File: src/rtl/sd_sampler_n.sv
// Discrete-input sampler: per-channel glitch filter feeding latched/transparent
// memory-latch bits, plus a snapshot serial readout of all channel states.
module sd_sampler_n #(
  parameter int CHANNELS = 2,
  parameter int SRC      = 8,
  parameter int FILT     = 2
) (
  input  logic                    SIM_CLK,
  input  logic                    SIM_RST,
  input  logic                    SAMPLE,
  input  logic [SRC-1:0]          SRC_EN,
  input  logic [CHANNELS*SRC-1:0] DINN,
  input  logic [CHANNELS-1:0]     MODE,
  input  logic                    CLR,
  input  logic                    RD_REQ,
  output logic [CHANNELS-1:0]     ML,
  output logic [CHANNELS-1:0]     MLN,
  output logic                    SD_OUT,
  output logic                    SD_VALID,
  output logic                    RD_BUSY,
  output logic                    RD_DONE
);

  localparam int CW = $clog2(FILT + 1);
  localparam int IW = (CHANNELS > 1) ? $clog2(CHANNELS) : 1;
  localparam logic [CW-1:0] CNT_MAX  = CW'(FILT);
  localparam logic [CW-1:0] CNT_QUAL = CW'(FILT - 1);
  localparam logic [IW-1:0] IDX_LAST = IW'(CHANNELS - 1);

  typedef enum logic [1:0] {IDLE, SHIFT, DONE} rd_state_t;

  logic [CHANNELS-1:0] raw;
  logic [CHANNELS-1:0] qual;
  logic [CHANNELS-1:0] ml_next;
  logic [CW-1:0]       cnt [CHANNELS];

  rd_state_t           state, state_next;
  logic [CHANNELS-1:0] snap;
  logic [IW-1:0]       idx;

  // Lines are negative-true: a low line in an enabled slot is a hit.
  always_comb begin
    for (int c = 0; c < CHANNELS; c++) begin
      raw[c] = 1'b0;
      for (int s = 0; s < SRC; s++) begin
        raw[c] = raw[c] | (~DINN[c*SRC+s] & SRC_EN[s]);
      end
      qual[c] = SAMPLE & raw[c] & ((cnt[c] == CNT_QUAL) | (cnt[c] == CNT_MAX));
    end
  end

  // A qualifying set always beats a clear arriving in the same cycle.
  always_comb begin
    for (int c = 0; c < CHANNELS; c++) begin
      ml_next[c] = ML[c];
      if (qual[c]) begin
        ml_next[c] = 1'b1;
      end else if (CLR || (!MODE[c] && SAMPLE && !raw[c])) begin
        ml_next[c] = 1'b0;
      end
    end
  end

  always_ff @(posedge SIM_CLK) begin
    if (!SIM_RST) begin
      for (int c = 0; c < CHANNELS; c++) cnt[c] <= '0;
      ML  <= '0;
      MLN <= '1;
    end else begin
      if (SAMPLE) begin
        for (int c = 0; c < CHANNELS; c++) begin
          if (!raw[c]) begin
            cnt[c] <= '0;
          end else if (cnt[c] != CNT_MAX) begin
            cnt[c] <= cnt[c] + CW'(1);
          end
        end
      end
      ML  <= ml_next;
      MLN <= ~ml_next;
    end
  end

  // The snapshot is taken from the registered ML, so a same-cycle set is not seen.
  always_ff @(posedge SIM_CLK) begin
    if (!SIM_RST) begin
      state <= IDLE;
      snap  <= '0;
      idx   <= '0;
    end else begin
      state <= state_next;
      if (state == IDLE && RD_REQ) begin
        snap <= ML;
        idx  <= '0;
      end else if (state == SHIFT) begin
        idx <= idx + IW'(1);
      end
    end
  end

  always_comb begin
    state_next = state;
    SD_OUT     = 1'b0;
    SD_VALID   = 1'b0;
    RD_BUSY    = 1'b0;
    RD_DONE    = 1'b0;
    case (state)
      IDLE: begin
        if (RD_REQ) state_next = SHIFT;
      end
      SHIFT: begin
        SD_OUT   = snap[idx];
        SD_VALID = 1'b1;
        RD_BUSY  = 1'b1;
        if (idx == IDX_LAST) state_next = DONE;
      end
      DONE: begin
        RD_DONE    = 1'b1;
        state_next = IDLE;
      end
      default: state_next = IDLE;
    endcase
  end

endmodule

File: config.mk
export PLATFORM = sky130hd
export DESIGN_NAME = sd_sampler_n
export DESIGN_NICKNAME = d
export VERILOG_FILES = /design/src/rtl/sd_sampler_n.sv
export SDC_FILE = /design/constraint.sdc
export NUM_CORES = 1
export LEC_CHECK = 0
export CORE_MARGIN = 3
export CORE_UTILIZATION = 37
export CTS_CLUSTER_DIAMETER = 150
export CTS_CLUSTER_SIZE = 16
export DETAILED_ROUTE_END_ITERATION = 10
export HOLD_SLACK_MARGIN = 0.12
export PLACE_DENSITY_LB_ADDON = 0.25
export SYNTH_ARGS = -nofsm -noshare
export SYNTH_HDL_FRONTEND = slang
export SYNTH_SLANG_ARGS = --single-unit
File: constraint.sdc
create_clock -name SIM_CLK -period 1.5 [get_ports SIM_CLK]
set_input_delay 0.3 -clock SIM_CLK [delete_from_list [all_inputs] [get_ports SIM_CLK]]
set_output_delay 0.3 -clock SIM_CLK [all_outputs]
set_load 0.01 [all_outputs]
==> flow_summary_export.csv <==
group,metric,value,unit
cts,cts_tree,"built",
synth,syn_area,702,um2
synth,synth-edff-count,4,
synth,yosysSeqAreaShare,42.8,%
routing,drtAntennaViolNets,0,
place,port_buffers,38,
cts,htreeDepth,1,
place,hpwl,1.67,mm
grt,grt_first_pass_wirelength,3.55,mm
synth,yosysTopAreaCell,"dfxtp_1",
routing,totalWireLength,2.21,mm
final_layout,postLayoutCoreUtil,74.9,%
final_layout,layout-drive-gt1-share,33.3,%
cts,cts_buffer_depth,2,
synth,yosys.area.top_type_share,25.7,%
power_and_ir_drop,power,0.932,mW
synth,synthTopCellsByArea,"dfxtp_1 26%, edfxtp_1 17%, o22ai_1 7.1%",
floorplan,core_area,0.00176,mm2
floorplan,ios,39,
synth,syn_avg_cell_area,9.49,um2
routing,viasPerCell,5.01,
timing,slew_violations,0,
floorplan,die_w,49.6,um
timing,period_share,98.5,%
routing,dr.pass1.iters,4,
final_layout,antenna_cells,0,
synth,yosysMostFrequentCell,"inv_1",
routing,drc_errors,0,
setup_path,path_max_fanout,2,
synth,ys.flop_type,"dfxtp_1",
grt,grt_max_degree,9,
synth,syn-num-nets,107,
cts,cts.sinks,13,
synth,synth.distinct_cells,24,
routing,vias,771,
flow_run,drv_cap,0,
synth,synthArstFlopShare,0,%
cts,cts_inserted_buffers,3,
floorplan,dieHeight,49.6,um
grt,grt_use_total,18.2,%
final_layout,fillers,144,
cts,clk_pin_slew,0.08,ns
timing,finalHoldViolCount,0,
timing,relSlewSlack,74.4,%
timing,skew,0.00177,ns
floorplan,start_util,39.8,%
timing,hold-worst-slack,0.521,ns
synth,synth.yosys.warnings,0,
final_layout,area_growth_syn_to_layout,88.2,%
final_layout,fin_nets,163,
synth,ys_ff_latch,13,
timing,rsz0062_at_grt,"no",
floorplan,dieArea,0.00246,mm2
synth,synth_cells,74,
setup_path,crit_type,"input port to flop",
timing,finalCriticalPeriod,1.48,ns
power_and_ir_drop,power_density,705,mW/mm2
timing,finalSetupViolations,0,
setup_path,ff2ff_setup_slack,0.28,ns
grt,grt_pass1_vias,844,
setup_path,critPathCaptureType,"flop",
cts,clock_latency,0.27,ns
grt,antenna_found_initial,0,
place,placedCellCount,148,
setup_path,cp.arrival,1.46,ns
routing,wl_per_cell,14.3,um
timing,timing.fmax,677,MHz
grt,grt_overflow,0,
final_layout,finalNonFillerCells,154,
status,outcome,"completed",
routing,first_iter_violations,13,
cts,cts_root_buf,"clkbuf_4",
place,gp_congestion,0.752,
setup_path,crit_required,1.48,ns
timing,worst_pin_slew,0.384,ns
min_path,hp-class,"flop to flop",
floorplan,fp-row-count,15,
power_and_ir_drop,p_leak,0.642,nW
setup_path,crit_path_start_kind,"input port",
power_and_ir_drop,vdd_ir_drop_max,0.737,mV
synth,synth_common_cells,"12 x inv_1, 9 x dfxtp_1, 8 x o22ai_1",
-- metal layers --
| metal | GRT usage (%) | vias up | wire (um) | part of all wire (%) |
|---|---|---|---|---|
| li1 | - | 384 | - | - |
| met1 | 20.2 | 346 | 873 | 40 |
| met2 | 32.2 | 37 | 1110 | 50 |
| met3 | 5.14 | 4 | 197 | 8.9 |
| met4 | 7.83 | 0 | 25 | 1.1 |
| met5 | 0 | - | 0 | 0 |
-- what timing repair did --
| item | CTS | global route |
|---|---|---|
| buffers inserted | 0 | 2 |
| resized for setup | 23 | 18 |
| setup endpoints to repair | 13 | 14 |
| endpoints found under the hold margin | 0 | 0 |
| gates cloned | 0 | 0 |
| hold buffers | 0 | 0 |
| pin swaps | 3 | 8 |
-- critical path, stage by stage --
cell and delay [ns]:
clkdlybuf4s50_1 0.48, o22ai_2 0.09, o41a_1 0.42, o21ai_2 0.17
-- area by class of cell --
class	instances	area [um2]	area share (%)
multi-input cells	48	429	32.5
flip-flops and latches	13	302	22.8
clock buffers	3	22.5	1.70
inverters	12	45.0	3.41
well taps	25	31.3	2.37
clock inverters	1	5.00	0.379
repair buffers	52	487	36.8
-- metrics by stage --
stage | setup TNS [ns] | instance area [um2] | setup WS, ns
2_1_floorplan | 0 | 702 | 0.161
3_3_place_gp | -3.13 | 1200 | -0.303
3_5_place_dp | -3.57 | 1200 | -0.386
4_1_cts | -0.00362 | 1250 | -0.00362
5_1_grt | 0 | 1320 | 0.00383
6_report | 0 | 1320 | 0.0232
-- cells by family (layout without fill, tap and decap cells) --
| family | after synthesis | count (layout) | synth area share, % |
|---|---|---|---|
| buffers and inverters | 13 | 68 | 7.49 |
| and+or+nand+nor | 23 | 23 | 22.3 |
| adders and majority gates | 2 | 2 | 3.56 |
| AOI/OAI and AO/OA | 19 | 19 | 18.2 |
| muxes | 4 | 4 | 5.70 |
| DFF | 13 | 13 | 42.8 |
-- registers in the layout, summed over array words and instances, names as in the netlist --
name / cells
cnt: 4
snap: 2
MLN: 2
ML: 2
idx: 1
state: 2
-- power breakdown --
group          total, mW  switching [mW]  internal, mW
sequential         0.412          0.0167         0.395
combinational      0.305           0.125         0.180
clock              0.215           0.116        0.0986
-- cells in the final DEF (no fill, tap or decap), types with 4 or more instances in the layout --
master	instances
inv_2	8
nor2b_1	4
nor2_1	5
clkdlybuf4s50_1	21
inv_1	4
dlymetal6s2s_1	7
o22ai_2	7
dlygate4sd2_1	9
dfxtp_1	8
mux2i_1	4
edfxtp_1	4
buf_4	14
-- path summary, 6_finish.rpt --
path,depth (start not counted),to,from
setup / recovery,4,cnt[1][0],DINN[14]
hold / removal,1,state[1],idx
setup reg to reg,4,cnt[1][0],cnt[1][0]
hold reg to reg,1,state[1],idx
Power figures use the tool's default switching activity.
